===== src/rtl/uart_rx_pkg.sv =====
// Shared UART RX types: bit-timer state encoding and configuration limits.
// Pure declarations, no timing or flow control of its own.
package uart_rx_pkg;

    typedef enum logic [1:0] {
        ST_IDLE,
        ST_COUNT,
        ST_DONE,
        ST_ERR
    } state_t;

    localparam int MIN_PRESCALE_3S = 4;
    localparam int MIN_PRESCALE_1S = 2;
    localparam int MIN_FRAME_BITS  = 2;

    // Three taps at M-1..M+1 need M >= 2 so the first tap is not edge 0.
    function automatic int min_prescale(input int samples);
        return (samples == 3) ? MIN_PRESCALE_3S : MIN_PRESCALE_1S;
    endfunction

endpackage


===== src/rtl/rx_majority_vote.sv =====
// Three-tap capture with 2-of-3 vote; result and valid registered one cycle after the last tap.
// No backpressure: valid is a single-cycle pulse the consumer must take.
module rx_majority_vote (
    input  logic clk,
    input  logic rst,
    input  logic capture,
    input  logic last,
    input  logic rx_in,
    output logic voted,
    output logic valid
);

    logic [1:0] hist;

    always_ff @(posedge clk) begin
        if (rst) begin
            hist  <= '0;
            voted <= 1'b0;
            valid <= 1'b0;
        end else begin
            valid <= 1'b0;
            if (capture) begin
                hist <= {hist[0], rx_in};
                // The third tap is voted directly from the line, not from hist.
                if (last) begin
                    voted <= (hist[1] & hist[0]) | (hist[1] & rx_in) | (hist[0] & rx_in);
                    valid <= 1'b1;
                end
            end
        end
    end

endmodule


===== src/rtl/uart_rx_bit_timer.sv =====
// UART RX oversampling bit timer: edge/bit counters, frame tracking, mid-bit voted sample.
// Pulses decoded from registered state; sample_valid one cycle after last tap; no backpressure.
module uart_rx_bit_timer
    import uart_rx_pkg::*;
#(
    parameter int PRESCALE_W = 6,
    parameter int BIT_CNT_W  = 4,
    parameter int SAMPLES    = 3
) (
    input  logic                  clk,
    input  logic                  rst,
    input  logic                  enable,
    input  logic [PRESCALE_W-1:0] prescale,
    input  logic [BIT_CNT_W-1:0]  frame_bits,
    input  logic                  rx_in,
    output logic [PRESCALE_W-1:0] edge_count,
    output logic [BIT_CNT_W-1:0]  bit_count,
    output logic                  sampled_bit,
    output logic                  sample_valid,
    output logic                  bit_done,
    output logic                  frame_done,
    output logic                  cfg_err
);

    localparam int MIN_P = min_prescale(SAMPLES);

    state_t                state, state_nxt;
    logic [PRESCALE_W-1:0] edge_q, edge_nxt;
    logic [BIT_CNT_W-1:0]  bit_q, bit_nxt;
    logic [PRESCALE_W-1:0] p_lat;
    logic [BIT_CNT_W-1:0]  f_lat;
    logic                  latch_cfg;
    logic                  cfg_bad;
    logic                  last_edge;
    logic                  last_bit;
    logic                  in_count;
    logic [PRESCALE_W-1:0] mid;

    assign cfg_bad   = (prescale < PRESCALE_W'(MIN_P)) ||
                       (frame_bits < BIT_CNT_W'(MIN_FRAME_BITS));
    assign in_count  = (state == ST_COUNT);
    assign last_edge = (edge_q == p_lat - PRESCALE_W'(1));
    assign last_bit  = (bit_q == f_lat - BIT_CNT_W'(1));
    assign mid       = p_lat >> 1;

    always_ff @(posedge clk) begin
        if (rst) begin
            state  <= ST_IDLE;
            edge_q <= '0;
            bit_q  <= '0;
            p_lat  <= '0;
            f_lat  <= '0;
        end else begin
            state  <= state_nxt;
            edge_q <= edge_nxt;
            bit_q  <= bit_nxt;
            if (latch_cfg) begin
                p_lat <= prescale;
                f_lat <= frame_bits;
            end
        end
    end

    always_comb begin
        state_nxt = state;
        edge_nxt  = edge_q;
        bit_nxt   = bit_q;
        latch_cfg = 1'b0;
        case (state)
            ST_IDLE: begin
                edge_nxt = '0;
                bit_nxt  = '0;
                if (enable) begin
                    latch_cfg = 1'b1;
                    state_nxt = cfg_bad ? ST_ERR : ST_COUNT;
                end
            end
            ST_COUNT: begin
                if (!enable) begin
                    state_nxt = ST_IDLE;
                    edge_nxt  = '0;
                    bit_nxt   = '0;
                end else if (last_edge) begin
                    // Final edge of the frame leaves counters parked for the consumer to read.
                    if (last_bit) begin
                        state_nxt = ST_DONE;
                    end else begin
                        edge_nxt = '0;
                        bit_nxt  = bit_q + BIT_CNT_W'(1);
                    end
                end else begin
                    edge_nxt = edge_q + PRESCALE_W'(1);
                end
            end
            default: begin
                if (!enable) begin
                    state_nxt = ST_IDLE;
                    edge_nxt  = '0;
                    bit_nxt   = '0;
                end
            end
        endcase
    end

    assign edge_count = edge_q;
    assign bit_count  = bit_q;
    assign bit_done   = in_count && last_edge;
    assign frame_done = bit_done && last_bit;
    assign cfg_err    = (state == ST_ERR);

    generate
        if (SAMPLES == 3) begin : g_vote3
            logic cap;
            logic cap_last;

            assign cap      = in_count && ((edge_q == mid - PRESCALE_W'(1)) ||
                                           (edge_q == mid) ||
                                           (edge_q == mid + PRESCALE_W'(1)));
            assign cap_last = in_count && (edge_q == mid + PRESCALE_W'(1));

            rx_majority_vote u_vote (
                .clk     (clk),
                .rst     (rst),
                .capture (cap),
                .last    (cap_last),
                .rx_in   (rx_in),
                .voted   (sampled_bit),
                .valid   (sample_valid)
            );
        end else begin : g_vote1
            logic bit_q1;
            logic vld_q1;

            always_ff @(posedge clk) begin
                if (rst) begin
                    bit_q1 <= 1'b0;
                    vld_q1 <= 1'b0;
                end else begin
                    vld_q1 <= 1'b0;
                    if (in_count && (edge_q == mid)) begin
                        bit_q1 <= rx_in;
                        vld_q1 <= 1'b1;
                    end
                end
            end

            assign sampled_bit  = bit_q1;
            assign sample_valid = vld_q1;
        end
    endgenerate

endmodule

===== config.mk =====
export PLATFORM = sky130hd
export DESIGN_NAME = uart_rx_bit_timer
export DESIGN_NICKNAME = d
export VERILOG_FILES = /design/src/rtl/uart_rx_pkg.sv /design/src/rtl/rx_majority_vote.sv /design/src/rtl/uart_rx_bit_timer.sv
export SDC_FILE = /design/constraint.sdc
export NUM_CORES = 1
export LEC_CHECK = 0
export ABC_AREA = 1
export BUFFER_PORTS_ARGS = -buffer_cell sky130_fd_sc_hd__buf_2
export CAP_MARGIN = 0
export CELL_PAD_IN_SITES_DETAIL_PLACEMENT = 1
export CELL_PAD_IN_SITES_GLOBAL_PLACEMENT = 1
export CORE_UTILIZATION = 42
export CTS_CLUSTER_DIAMETER = 80
export DETAILED_ROUTE_END_ITERATION = 16
export PLACE_DENSITY = 0.82
export SYNTH_ARGS = -nofsm -noshare
export SYNTH_HDL_FRONTEND = slang
export SYNTH_SLANG_ARGS = --single-unit

===== constraint.sdc =====
create_clock -name clk -period 3 [get_ports clk]
set_clock_uncertainty 0.1 [all_clocks]
set_input_delay 0.6 -clock clk [delete_from_list [all_inputs] [get_ports clk]]
set_output_delay 0.6 -clock clk [all_outputs]
set_load 0.1 [all_outputs]

==> flow_metrics.env <==
export IMPL_cts_setup_buffers=0
export IMPL_dp_hpwl_um=4490
export IMPL_vias_per_cell=5.30
export IMPL_yosysTopAreaCell="dfxtp_1"
export IMPL_final_setup_viol_count=0
export IMPL_path_cells="inv_2 > ha_1 > inv_1 > nand2_1 > nand2_1 > nand2_1 > nand2_1 > nand2_2 > nor2_4 > nand2_4 > nor3_4 > buf_6"
export IMPL_grt_max_degree=21
export IMPL_die_h_um=69.8
export IMPL_die_w_um=69.8
export IMPL_drc_errors=0
export IMPL_syn_to_final_growth_pct=12.9
export IMPL_synthTopCellsByCount="91 x nand2_1, 36 x inv_1, 32 x nor2_1"
export IMPL_clk_latency_ps=280
export IMPL_tightest_slew_ps=624
export IMPL_syn_instance_count=317
export IMPL_drt_iter0_drc=113
export IMPL_die_area_mm2=0.00487
export IMPL_grt_antenna_before_repair=0
export IMPL_cts_sinks=26
export IMPL_regArea_um2=520
export IMPL_num_rows=24
export IMPL_worstPathBufferInverterCount=3
export IMPL_postSynthAreaPerCell_um2=6.09
export IMPL_relSlewSlack=0.583
export IMPL_clkTransAtPathRegs_ps=90
export IMPL_synthArstFlopShare=0
export IMPL_p_leak_nw=1.11
export IMPL_synthesis_area_mm2=0.00193
export IMPL_ir_worst_vdd_uv=354
export IMPL_rsz0062_at_grt="false"
export IMPL_end_kind="primary output"
export IMPL_fill_cells=629
export IMPL_htree_num_levels=1
export IMPL_grt_use_total=0.250
export IMPL_finalNetCount=363
export IMPL_gp_congestion=0.844
export IMPL_io_buffers=28
export IMPL_worstPathArrival_ps=2090
export IMPL_min_path_type="reg -> reg"
export IMPL_yosysTopAreaCellShare=0.270
export IMPL_ioPinCount=29
export IMPL_required_ps=2300
export IMPL_fin_crit_sh=0.931
export IMPL_grt_pass1_wl_um=9990
export IMPL_drive_gt1_frac=0.176
export IMPL_p_per_area_mw_per_mm2=754
export IMPL_yosysMostFrequentCell="nand2_1"
export IMPL_cts_hold_buf=0
export IMPL_hold_viol=0
export IMPL_ys_seq_area_frac=0.270
export IMPL_grt_pass1_vias=2193
export IMPL_vias=2082
export IMPL_finalWirelength_um=5800
export IMPL_tns_ps=0
export IMPL_ant_nets=0
export IMPL_synthDistinctLibCells=30
export IMPL_synth_edff_count=0
export IMPL_status="completed"
export IMPL_grt_overflow=0
export IMPL_start_util=0.440
export IMPL_cp_max_fo=8
export IMPL_max_cap_violations=0
export IMPL_clock_path_buffers=2
export IMPL_slowest_stage="dfxtp_1"
export IMPL_coreArea_mm2=0.00438
export IMPL_cpLargestDelayFamily="simple AND/OR/NAND/NOR gates"
export IMPL_syn_num_nets=338
export IMPL_path_class="reg -> out"
export IMPL_cts_buffers=3
export IMPL_netlist_top_cells_area="dfxtp_1 27%, nand2_1 18%, nand3_1 7.8%"
export IMPL_cts_root_buf="clkbuf_8"
export IMPL_drt_pre_antenna_iters=4
export IMPL_cp_slowest_stage_delay_ps=400
export IMPL_yosys_warnings=0
export IMPL_antenna_cells=0
export IMPL_crit_top_cell="nand2_1"
export IMPL_routedWlPerCell_um=14.8
export IMPL_fin_total_pwr_w=0.00164
export IMPL_post_route_min_period_ps=2790
export IMPL_multi_input_area_mm2=0.00122
export IMPL_slew_violations=0
export IMPL_ys_seq_elements=26
export IMPL_synth_flop_cell="dfxtp_1"
export IMPL_fmax_mhz=358
export IMPL_cts_tree="yes"
export IMPL_worst_setup_path_start_kind="flip-flop"
through the flow:
stage	std cells	worst slack, ps	hold slack (ps)	cell area [µm²]	util
3_3_place_gp	389	375	334	2110	0.482
5_1_grt	393	52.6	386	2180	0.497
6_report	393	206	355	2180	0.497
3_5_place_dp	389	288	342	2110	0.482
4_1_cts	393	11.2	358	2170	0.495
2_1_floorplan	317	-188	345	1950	-
report_power, final:
group | switching [W] | leakage, nW | internal [W]
registers | 0.0000821 | 0.213 | 0.000414
clock network | 0.000121 | 0.0288 | 0.000118
logic | 0.000637 | 0.864 | 0.000270
total | 0.000840 | 1.11 | 0.000802
cell usage in the layout, fill, tap and decap left out, types with 5 or more instances in the layout:
master and n:
buf_2 26, a21oi_2 5, nand2_1 91, inv_1 35, nand4_1 8, nor2_1 31
a21oi_1 18, dfxtp_1 26, inv_2 9, nand3_1 30, o21ai_0 14, ha_1 7
state kept, by name (all words and copies together), names as in the netlist:
name	count
edge_count	6
f_lat	4
state	2
g_vote3.u_vote.voted	1
p_lat	6
g_vote3.u_vote.valid	1
bit_count	4
g_vote3.u_vote.hist	2
tightest hold or removal path: stages (launching register included):
cell and delay, ps:
dfxtp_1 320, inv_1 50, a21oi_1 50
cell type report:
type                       instances  area share
timing repair buffer              28      0.0684
inverter                          46      0.0793
sequential                        26       0.239
clock buffer                       4      0.0253
tap                               52      0.0299
multi-input combinational        237       0.558
routing by layer:
| metal | track usage | routed length (µm) | vias up |
|---|---|---|---|
| li1 | - | - | 1055 |
| met1 | 0.327 | 2880 | 992 |
| met2 | 0.431 | 2710 | 28 |
| met3 | 0.0320 | 155 | 7 |
| met4 | 0.0644 | 59 | 0 |
| met5 | 0 | 0 | - |
cells by family after synthesis:
family	after synthesis	synth area share
and+or+nand+nor	183	0.429
buffers and inverters	54	0.110
AOI/OAI and AO/OA	41	0.119
DFF	26	0.270
adders and majority gates	7	0.0454
xor gates and xnor gates	6	0.0272
path summary, 6_finish.rpt:
kind                                            from                      to  slack, ps  depth (start not counted)
worst min-delay path            g_vote3.u_vote.voted    g_vote3.u_vote.voted        350                          2
worst min register to register  g_vote3.u_vote.voted    g_vote3.u_vote.voted        350                          2
worst max register to register              p_lat[2]  g_vote3.u_vote.hist[0]        930                         10
worst max-delay path                        p_lat[1]              frame_done        210                         12
what timing repair did:
item | CTS | global route
gates resized for setup | 1 | 4
endpoints found under the setup margin | 1 | 2
hold endpoints to repair | 0 | 0
Power figures use the tool's default switching activity.
